## src/rtl/seq_detector_param.sv

```systemverilog
// seq_detector_param
//   Serial bit-pattern detector for framing / sync-word search. A PAT_W-bit
//   pattern (reset value PATTERN, reloadable at run time) is compared against
//   the most recent valid bits. The first bit received is the pattern MSB.
//   Detection can be overlapping or non-overlapping. The block provides a Mealy
//   match, a registered match and a saturating match counter.
//
//   Optional feature macro: SEQ_MATCH_CNT_EN
//     defined   -> match_count / cnt_clr implemented
//     undefined -> no counter logic, match_count tied to 0, cnt_clr ignored
//
// Ports
//   clk          in   system clock, rising edge
//   rst          in   asynchronous active-high reset
//   in_valid     in   qualifies `in` this cycle
//   in           in   serial data bit
//   overlap      in   1 = overlapping, 0 = non-overlapping detection
//   pat_we       in   load pattern_in (restarts detection)
//   pattern_in   in   [PAT_W-1:0] new pattern
//   cnt_clr      in   synchronous clear of match_count
//   match        out  combinational match on the completing bit
//   match_q      out  match delayed by one cycle
//   armed        out  FSM state: 1 when PAT_W-1 history bits are held
//   match_count  out  [CNT_W-1:0] saturating match count
//
// Handshake: a bit is consumed on every rising clk edge where in_valid=1 and
// pat_we=0. There is no back-pressure; the detector always accepts.

module seq_detector_param #(
  parameter int               PAT_W   = 4,
  parameter logic [PAT_W-1:0] PATTERN = 4'b1101,
  parameter int               CNT_W   = 8
) (
  input  logic             clk,
  input  logic             rst,
  input  logic             in_valid,
  input  logic             in,
  input  logic             overlap,
  input  logic             pat_we,
  input  logic [PAT_W-1:0] pattern_in,
  input  logic             cnt_clr,
  output logic             match,
  output logic             match_q,
  output logic             armed,
  output logic [CNT_W-1:0] match_count
);

  localparam int FILL_W = $clog2(PAT_W);
  // fill value at which the history is full
  localparam logic [FILL_W-1:0] FILL_LAST = FILL_W'(PAT_W - 1);

  typedef enum logic {
    FILL  = 1'b0,
    ARMED = 1'b1
  } state_t;

  state_t             state;
  logic [PAT_W-2:0]   hist;
  logic [FILL_W-1:0]  fill;
  logic [PAT_W-1:0]   pat_reg;
  logic [PAT_W-1:0]   window;

  // Candidate word: held history followed by the incoming bit (newest = LSB).
  assign window = {hist, in};

  // A pattern load in the same cycle drops the bit, so it can never match.
  assign match = in_valid & ~pat_we & (state == ARMED) & (window == pat_reg);

  // The state register drives armed directly, which also exposes the FSM state.
  assign armed = (state == ARMED);

  always_ff @(posedge clk or posedge rst) begin
    if (rst) begin
      state   <= FILL;
      hist    <= '0;
      fill    <= '0;
      pat_reg <= PATTERN;
      match_q <= 1'b0;
    end else begin
      match_q <= match;
      if (pat_we) begin
        pat_reg <= pattern_in;
        hist    <= '0;
        fill    <= '0;
        state   <= FILL;
      end else if (in_valid) begin
        case (state)
          FILL: begin
            hist <= window[PAT_W-2:0];
            fill <= fill + FILL_W'(1);
            if (fill == FILL_LAST - FILL_W'(1)) begin
              state <= ARMED;
            end
          end
          ARMED: begin
            if (match && !overlap) begin
              // Non-overlapping: the completing bit is not reused.
              hist  <= '0;
              fill  <= '0;
              state <= FILL;
            end else begin
              hist <= window[PAT_W-2:0];
            end
          end
          default: begin
            state <= FILL;
          end
        endcase
      end
    end
  end

`ifdef SEQ_MATCH_CNT_EN
  // Clear wins over a simultaneous increment. The count holds at all-ones.
  always_ff @(posedge clk or posedge rst) begin
    if (rst) begin
      match_count <= '0;
    end else if (cnt_clr) begin
      match_count <= '0;
    end else if (match && (match_count != {CNT_W{1'b1}})) begin
      match_count <= match_count + CNT_W'(1);
    end
  end
`else
  logic unused_cnt_clr;
  assign unused_cnt_clr = cnt_clr;
  assign match_count    = '0;
`endif

endmodule

```

## config.mk

```make
export PLATFORM = sky130hd
export DESIGN_NAME = seq_detector_param
export DESIGN_NICKNAME = d
export VERILOG_FILES = /design/src/rtl/seq_detector_param.sv
export SDC_FILE = /design/constraint.sdc
export NUM_CORES = 1
export LEC_CHECK = 0
export CORE_AREA = 2 2 39 41
export CTS_BUF_LIST = sky130_fd_sc_hd__clkbuf_8
export DETAILED_ROUTE_END_ITERATION = 8
export DIE_AREA = 0 0 41 43
export PLACE_DENSITY = 0.83
export SYNTH_ARGS = -nofsm -noshare
export SYNTH_HDL_FRONTEND = slang
export SYNTH_SLANG_ARGS = --single-unit
```

## constraint.sdc

```tcl
create_clock -name clk -period 2.5 [get_ports clk]
set_input_delay 0.5 -clock clk [delete_from_list [all_inputs] [get_ports clk]]
set_output_delay 0.5 -clock clk [all_outputs]
set_load 0.02 [all_outputs]
```

==> results of run 1 <==
==> synth_stat cells <==
cell type,instances
sky130_fd_sc_hd__buf_2,1
sky130_fd_sc_hd__dfrtp_1,8
sky130_fd_sc_hd__nor2b_1,2
sky130_fd_sc_hd__nor2_1,3
sky130_fd_sc_hd__ha_1,1
sky130_fd_sc_hd__dfstp_2,3
sky130_fd_sc_hd__nor3_1,2
sky130_fd_sc_hd__and4_1,2
sky130_fd_sc_hd__conb_1,1
sky130_fd_sc_hd__a21oi_1,1
sky130_fd_sc_hd__buf_4,8
sky130_fd_sc_hd__xor2_1,3
sky130_fd_sc_hd__o22ai_1,2
sky130_fd_sc_hd__inv_1,2
sky130_fd_sc_hd__nand2_1,8
sky130_fd_sc_hd__buf_6,2
sky130_fd_sc_hd__mux2i_1,2
sky130_fd_sc_hd__o31ai_2,3
sky130_fd_sc_hd__xnor2_1,1
sky130_fd_sc_hd__mux2_2,4
==> worst max path at each step <==
stage	start	end	slack, ns	depth (start not counted)
after floorplan	pat_reg[3]	match	0.93	3
after global placement	in	match	0.06	4
after detailed placement	in	match	0.02	4
after CTS	in	match	0.02	4
after global routing	in	match	0.32	4
final	in	match	0.40	4
==> worst min-delay path, cell delays in order, from the launching register on <==
cell and delay (ns):
sky130_fd_sc_hd__dfrtp_1 0.35, sky130_fd_sc_hd__nand2_1 0.07, sky130_fd_sc_hd__o31ai_2 0.06
==> cell families (layout without fill, tap and decap cells) <==
group | after synthesis | count (layout) | synth area share
flip-flops | 11 | 11 | 0.445
XOR/XNOR | 4 | 4 | 0.0559
AO/OA/AOI/OAI | 6 | 6 | 0.0878
buffers and inverters | 13 | 21 | 0.152
AND/OR/NAND/NOR | 17 | 17 | 0.130
adder cells (fa/ha/maj) | 1 | 1 | 0.0200
other | 1 | 8 | 0.00598
multiplexers | 6 | 6 | 0.104
==> metrics by stage <==
step	power [mW]	setup WS, ns	hold slack, ns
4_1_cts	0.455	0.0189	0.530
3_3_place_gp	0.278	0.0561	0.497
3_5_place_dp	0.281	0.0195	0.518
5_1_grt	0.472	0.324	0.539
2_1_floorplan	0.264	0.931	0.350
6_report	0.450	0.405	0.525
==> power breakdown <==
part | total (mW) | internal, mW | switching [mW] | leakage [nW]
Combinational | 0.0754 | 0.0368 | 0.0386 | 0.211
Sequential | 0.205 | 0.195 | 0.0103 | 0.138
Clock | 0.170 | 0.107 | 0.0625 | 0.0269
==> timing repair <==
| action | in CTS | in global routing |
|---|---|---|
| setup endpoints to repair | 0 | 1 |
| hold endpoints to repair | 0 | 0 |
| buffers inserted | 0 | 0 |
| resized for setup | 0 | 2 |
==> layout make-up <==
| cell class | count | area (um2) | share of cell area |
|---|---|---|---|
| well taps | 16 | 20.0 | 0.0256 |
| inverters | 2 | 7.51 | 0.00962 |
| clock inverters | 1 | 3.75 | 0.00481 |
| flip-flops and latches | 11 | 279 | 0.357 |
| multi-input cells | 42 | 284 | 0.364 |
| clock buffers | 3 | 41.3 | 0.0529 |
| repair buffers | 15 | 145 | 0.186 |
==> routing by layer <==
| layer | share of wire | vias up | global-route usage |
|---|---|---|---|
| li1 | - | 209 | - |
| met5 | 0 | - | 0 |
| met1 | 0.41 | 213 | 0.148 |
| met2 | 0.54 | 11 | 0.256 |
| met3 | 0.030 | 2 | 0.0157 |
| met4 | 0.017 | 0 | 0.100 |
==> placed cells by master (no fill, tap or decap), types with 4 or more instances in the layout <==
cell type	n
sky130_fd_sc_hd__mux2_2	4
sky130_fd_sc_hd__clkdlybuf4s50_1	11
sky130_fd_sc_hd__dfrtp_1	8
sky130_fd_sc_hd__conb_1	8
sky130_fd_sc_hd__nand2_1	8
==> tab_implementation.tex, run 1 <==
\begin{tabular}{lr}
\hline
Metric & Value \\
\hline
\multicolumn{2}{l}{\textbf{Outcome}} \\
\quad Status & completed \\
\multicolumn{2}{l}{\textbf{Floorplanning}} \\
\quad Die height & 43 um \\
\quad Starting Density & 0.453 \\
\quad Core footprint & 1380 um2 \\
\quad Width of the die & 41 um \\
\quad Placement Rows & 14 \\
\quad I/O pin count & 22 \\
\quad Die area & 1760 um2 \\
\multicolumn{2}{l}{\textbf{Drt}} \\
\quad Drt drc & 0 \\
\quad First DRT Iteration DRCs & 7 \\
\quad Total number of vias & 435 \\
\quad Number of iterations in the first detailed-routing pass & 4 \\
\quad Remaining antenna violation count after routing & 0 \\
\quad Vias per inst & 4.83 \\
\quad Total wire length after detailed routing & 1120 um \\
\quad Average detailed-routed wire length per instance & 12.4 um \\
\multicolumn{2}{l}{\textbf{Setup path}} \\
\quad Reg-to-reg critical path startpoint & pat\_reg[3] \\
\quad Capturing element type of the critical path & output pin \\
\quad Data required time at the worst endpoint & 2.00 ns \\
\quad Cells along the critical path & clkdlybuf4s50\_1 > xnor2\_1 > and4\_1 > dlymetal6s2s\_1 \\
\quad Worst Setup Path Type & input port to output pin \\
\quad Reg2Reg Depth & 4 \\
\quad Maximum net fanout on the critical path & 2 \\
\quad Cell with the largest stage delay on the worst path & sky130\_fd\_sc\_hd\_\_clkdlybuf4s50\_1 \\
\quad Worst Path Buf+Inv & 2 \\
\quad Critical path's top delay family & buffers and inverters \\
\quad Slowest cell delay on critical path & 0.49 ns \\
\quad Endpoint of the worst register-to-register path & fill[1] \\
\quad Setup slack on the worst flop-to-flop path & 1.07 ns \\
\quad Startpoint class of the critical path & input port \\
\quad Data arrival, critical path & 1.60 ns \\
\multicolumn{2}{l}{\textbf{Pwr}} \\
\quad Reported leakage power & 0.377 nW \\
\quad Pwr/cell area & 577 nW/um2 \\
\quad IR Drop Worst-Case VDD & 0.182 mV \\
\multicolumn{2}{l}{\textbf{Timing}} \\
\quad Period utilization & 0.838 \\
\quad Slew Viols, Final & 0 \\
\quad Worst clock skew on the final layout & 0.000604 ns \\
\quad Final critical path time including I/O delays and setup & 2.10 ns \\
\quad Final Hold Violating Endpoints & 0 \\
\quad Total Negative Setup Slacks & 0 ns \\
\quad Setup repair after global routing missed its margin & no \\
\quad Upper clock frequency limit & 477 MHz \\
\quad Final-report setup violation count & 0 \\
\multicolumn{2}{l}{\textbf{Clock network}} \\
\quad Clock root cell & sky130\_fd\_sc\_hd\_\_clkbuf\_8 \\
\quad CTS sink cnt & 11 \\
\quad Clock latency on the worst-skew pair & 0.23 ns \\
\quad Hold buffer count at CTS & 0 \\
\quad CTS Buffer Depth & 2 \\
\quad Total clock buffers created by CTS & 3 \\
\quad TritonCTS clock tree & done \\
\quad Clock-pin transition on the worst setup and hold timing paths & 0.05 ns \\
\quad H-tree levels & 1 \\
\multicolumn{2}{l}{\textbf{Global routing}} \\
\quad All-Layer GR Usage & 0.146 \\
\quad First-pass GRT wire length & 1730 um \\
\quad Number of antenna violations at the first check in global routing & 0 \\
\quad Pin count of the biggest net entering global routing & 12 \\
\quad Final global-route overflow total & 0 \\
\quad Vias in the first global route & 458 \\
\multicolumn{2}{l}{\textbf{Layout}} \\
\quad Area grow syn2layout & 24.6\% \\
\quad Final standard cell utilization of the core & 0.564 \\
\quad Fin nets & 87 \\
\quad Share of final-layout standard cells stronger than drive strength 1 & 0.230 \\
\quad Flip-flop count of the largest register, all copies and words added & 4 \\
\quad Post-route cell area & 781 um2 \\
\quad Final cell count without fillers & 90 \\
\quad Number of fill cells in the layout & 115 \\
\quad Diodes inserted & 0 \\
\multicolumn{2}{l}{\textbf{Synthesis}} \\
\quad Number of instances in the synthesized netlist & 59 \\
\quad Most area-consuming cells after synthesis & sky130\_fd\_sc\_hd\_\_dfrtp\_1 32\%, sky130\_fd\_sc\_hd\_\_dfstp\_2 13\%, sky130\_fd\_sc\_hd\_\_buf\_4 9.6\%, sky130\_fd\_sc\_hd\_\_mux2\_2 7.2\%, sky130\_fd\_sc\_hd\_\_o31ai\_2 6.0\% \\
\quad Synthesized area & 627 um2 \\
\quad Count of distinct cell types in the synthesized netlist & 20 \\
\quad Total of flip-flops plus latches after synthesis & 11 \\
\quad Synth top area share & 0.319 \\
\quad Sequential-to-total area share from yosys stat & 0.445 \\
\quad Average cell area after synthesis & 10.6 um2 \\
\quad Yosys Warn Count & 0 \\
\quad Cell accounting for the most synthesized area & sky130\_fd\_sc\_hd\_\_dfrtp\_1 \\
\multicolumn{2}{l}{\textbf{Placed design}} \\
\quad Post-Place Cell Area & 728 um2 \\
\quad Placer Congestion & 0.754 \\
\quad Post-placement cell count & 86 \\
\quad Post-detailed-placement half-perimeter wirelength & 847 um \\
\quad Port Buf Inserts & 12 \\
\multicolumn{2}{l}{\textbf{Flow run}} \\
\quad Max-capacitance violation count & 0 \\
\multicolumn{2}{l}{\textbf{Hold path}} \\
\quad Hold Crit Class & flip-flop to flip-flop \\
\quad Min-Delay Startpoint & hist[2] \\
\quad Endpoint of the worst hold path & hist[2] \\
\quad Hold path depth & 2 \\
\hline
\end{tabular}
Note: power is estimated with default switching activity, not from simulation.
==> run 2: changes to the inputs <==
- CORE_AREA: 2 2 39 41 -> default
- CORE_UTILIZATION: default -> 41
- DIE_AREA: 0 0 41 43 -> default
- PLACE_DENSITY: 0.83 -> 0.77
- clock period: 2.5 -> 1.8 ns (I/O delays scaled with it)
==> run 2 against run 1 <==
Sequential share of layout area down 0.89 points. First-iteration DRC count is 29% lower. Largest power group unchanged. Critical path type is now flip-flop to output pin. Critical path depth stayed put. Cell count rose by 2.2%. Flip-flop and latch count did not move. Sequential power grew 38%.
==> tab_implementation.tex, run 2 (synthesis gave the netlist of run 1 again) <==
\begin{tabular}{lr}
\hline
Metric & Value \\
\hline
\multicolumn{2}{l}{\textbf{Outcome}} \\
\quad Status & completed \\
\multicolumn{2}{l}{\textbf{Timing}} \\
\quad Final Hold Violating Endpoints & 0 \\
\quad Final-report setup violation count & 0 \\
\quad Upper clock frequency limit & 578 MHz \\
\quad Fin worst setup slack & 0.0705 ns \\
\quad Slew Viols, Final & 0 \\
\quad Period utilization & 0.961 \\
\quad Setup repair after global routing missed its margin & yes \\
\quad Worst clock skew on the final layout & 0.00333 ns \\
\quad Final critical path time including I/O delays and setup & 1.73 ns \\
\multicolumn{2}{l}{\textbf{Floorplanning}} \\
\quad Die area & 1690 um2 \\
\quad Die height & 41.1 um \\
\quad Placement Rows & 13 \\
\quad Width of the die & 41.1 um \\
\quad Core footprint & 1370 um2 \\
\quad I/O pin count & 22 \\
\quad Starting Density & 0.459 \\
\multicolumn{2}{l}{\textbf{Setup path}} \\
\quad Maximum net fanout on the critical path & 2 \\
\quad Cells along the critical path & xor2\_1 > nor3\_2 > and4\_1 > buf\_6 \\
\quad Setup slack on the worst flop-to-flop path & 0.39 ns \\
\quad Worst Setup Path Type & flip-flop to output pin \\
\quad Capturing element type of the critical path & output pin \\
\quad Reg-to-reg critical path startpoint & pat\_reg[2] \\
\quad Slowest cell delay on critical path & 0.53 ns \\
\quad Endpoint of the worst register-to-register path & fill[1] \\
\quad Reg2Reg Depth & 4 \\
\quad Data required time at the worst endpoint & 1.44 ns \\
\quad Startpoint class of the critical path & flip-flop \\
\quad Cell with the largest stage delay on the worst path & sky130\_fd\_sc\_hd\_\_dfstp\_2 \\
\quad Data arrival, critical path & 1.37 ns \\
\multicolumn{2}{l}{\textbf{Drt}} \\
\quad Number of iterations in the first detailed-routing pass & 4 \\
\quad Average detailed-routed wire length per instance & 11.1 um \\
\quad Remaining antenna violation count after routing & 0 \\
\quad First DRT Iteration DRCs & 5 \\
\quad Vias per inst & 4.74 \\
\quad Total wire length after detailed routing & 1020 um \\
\quad Drt drc & 0 \\
\quad Total number of vias & 436 \\
\multicolumn{2}{l}{\textbf{Layout}} \\
\quad Post-route cell area & 801 um2 \\
\quad Fin nets & 90 \\
\quad Share of final-layout standard cells stronger than drive strength 1 & 0.273 \\
\quad Final standard cell utilization of the core & 0.586 \\
\quad Area grow syn2layout & 27.7\% \\
\quad Most common cell after layout, fill and taps aside & sky130\_fd\_sc\_hd\_\_clkdlybuf4s50\_1 \\
\quad Commonest non-fill, non-tap cells in the layout & 11 x sky130\_fd\_sc\_hd\_\_clkdlybuf4s50\_1, 8 x sky130\_fd\_sc\_hd\_\_nand2\_1, 8 x sky130\_fd\_sc\_hd\_\_conb\_1, 8 x sky130\_fd\_sc\_hd\_\_dfrtp\_1, 6 x sky130\_fd\_sc\_hd\_\_buf\_4 \\
\quad Final cell count without fillers & 92 \\
\quad Flip-flop count of the largest register, all copies and words added & 4 \\
\quad Diodes inserted & 0 \\
\multicolumn{2}{l}{\textbf{Clock network}} \\
\quad TritonCTS clock tree & done \\
\quad Clock-pin transition on the worst setup and hold timing paths & 0.05 ns \\
\quad H-tree levels & 1 \\
\quad CTS Buffer Depth & 2 \\
\quad Hold buffer count at CTS & 0 \\
\quad Clock latency on the worst-skew pair & 0.23 ns \\
\quad Clock root cell & sky130\_fd\_sc\_hd\_\_clkbuf\_8 \\
\quad CTS sink cnt & 11 \\
\quad \# Post-CTS Setup Buffers & 0 \\
\quad Total clock buffers created by CTS & 3 \\
\multicolumn{2}{l}{\textbf{Global routing}} \\
\quad Number of antenna violations at the first check in global routing & 0 \\
\quad Global-route track usage on met1 & 0.167 \\
\quad All-Layer GR Usage & 0.158 \\
\quad Met3 Track Usage GR & 0.0489 \\
\quad Busiest metal layer after global routing & met2 \\
\quad Vias in the first global route & 411 \\
\quad Final global-route overflow total & 0 \\
\quad First-pass GRT wire length & 1610 um \\
\quad Pin count of the biggest net entering global routing & 12 \\
\quad Global-route track usage on met2 & 0.258 \\
\multicolumn{2}{l}{\textbf{Hold path}} \\
\quad Hold Crit Class & input port to async pin \\
\multicolumn{2}{l}{\textbf{Pwr}} \\
\quad IR Drop Worst-Case VDD & 0.441 mV \\
\quad Reported leakage power & 0.377 nW \\
\quad Pwr/cell area & 788 nW/um2 \\
\multicolumn{2}{l}{\textbf{Placed design}} \\
\quad Post-Place Worst Slack & -0.378 ns \\
\quad Placer Congestion & 0.682 \\
\quad Post-placement cell count & 88 \\
\quad Port Buf Inserts & 12 \\
\quad Post-Place Cell Area & 749 um2 \\
\multicolumn{2}{l}{\textbf{Flow run}} \\
\quad Max-capacitance violation count & 0 \\
\hline
\end{tabular}
run 2: cell types whose count changed in the layout (fill, tap and decap cells not counted):
cell	before	now
sky130_fd_sc_hd__buf_6	0	1
sky130_fd_sc_hd__dlymetal6s2s_1	1	0
sky130_fd_sc_hd__buf_4	3	6
run 2: cell type report:
| type | count | area, um2 |
|---|---|---|
| tap | 15 | 18.8 |
| sequential | 11 | 279 |
| clock buffer | 3 | 41.3 |
| inverter | 2 | 7.51 |
| fill | 114 | 566 |
| multi-input combinational | 42 | 284 |
| timing repair buffer | 18 | 166 |
| clock inverter | 1 | 3.75 |
run 2: where the power goes:
part           leakage [nW]  switching [mW]  internal, mW
Combinational         0.211          0.0556        0.0547
Sequential            0.138          0.0120         0.270
Clock                0.0269          0.0890         0.149
run 2: metrics by stage:
stage               power [mW]  hold WS, ns  setup TNS (ns)
finish                   0.631        0.411               0
global route             0.668        0.486         -0.0134
CTS                      0.639        0.421               0
detailed placement       0.394        0.525          -0.378
global placement         0.391        0.497          -0.358
floorplan                0.367        0.210               0
run 2: critical path: cells and delay by family (launching register included):
kind,cells,cell delay (ns)
XOR/XNOR,1,0.09
buffers and inverters,1,0.13
flip-flops,1,0.53
AND/OR/NAND/NOR,2,0.39
run 2: how the worst max path moves through the flow:
| stage | start | end | slack, ns | cells past startpoint |
|---|---|---|---|---|
| global route | pat_reg[2] | match | -0.01 | 4 |
| finish | pat_reg[2] | match | 0.07 | 4 |
| detailed placement | in | match | -0.38 | 4 |
| CTS | pat_reg[3] | match | 0.01 | 4 |
| global placement | in | match | -0.36 | 4 |
| floorplan | pat_reg[3] | match | 0.37 | 3 |
run 2: per-layer routing:
metal | share of wire | vias up | routed length, um
met5 | 0 | - | 0
met4 | 0.020 | 0 | 20
met3 | 0.030 | 2 | 31
met2 | 0.50 | 11 | 517
met1 | 0.44 | 205 | 454
li1 | - | 218 | -
run 2: what timing repair did:
item	in CTS	in global routing
resized for setup	5	2
endpoints found under the setup margin	1	1
pin swaps	0	2
cloned	0	0
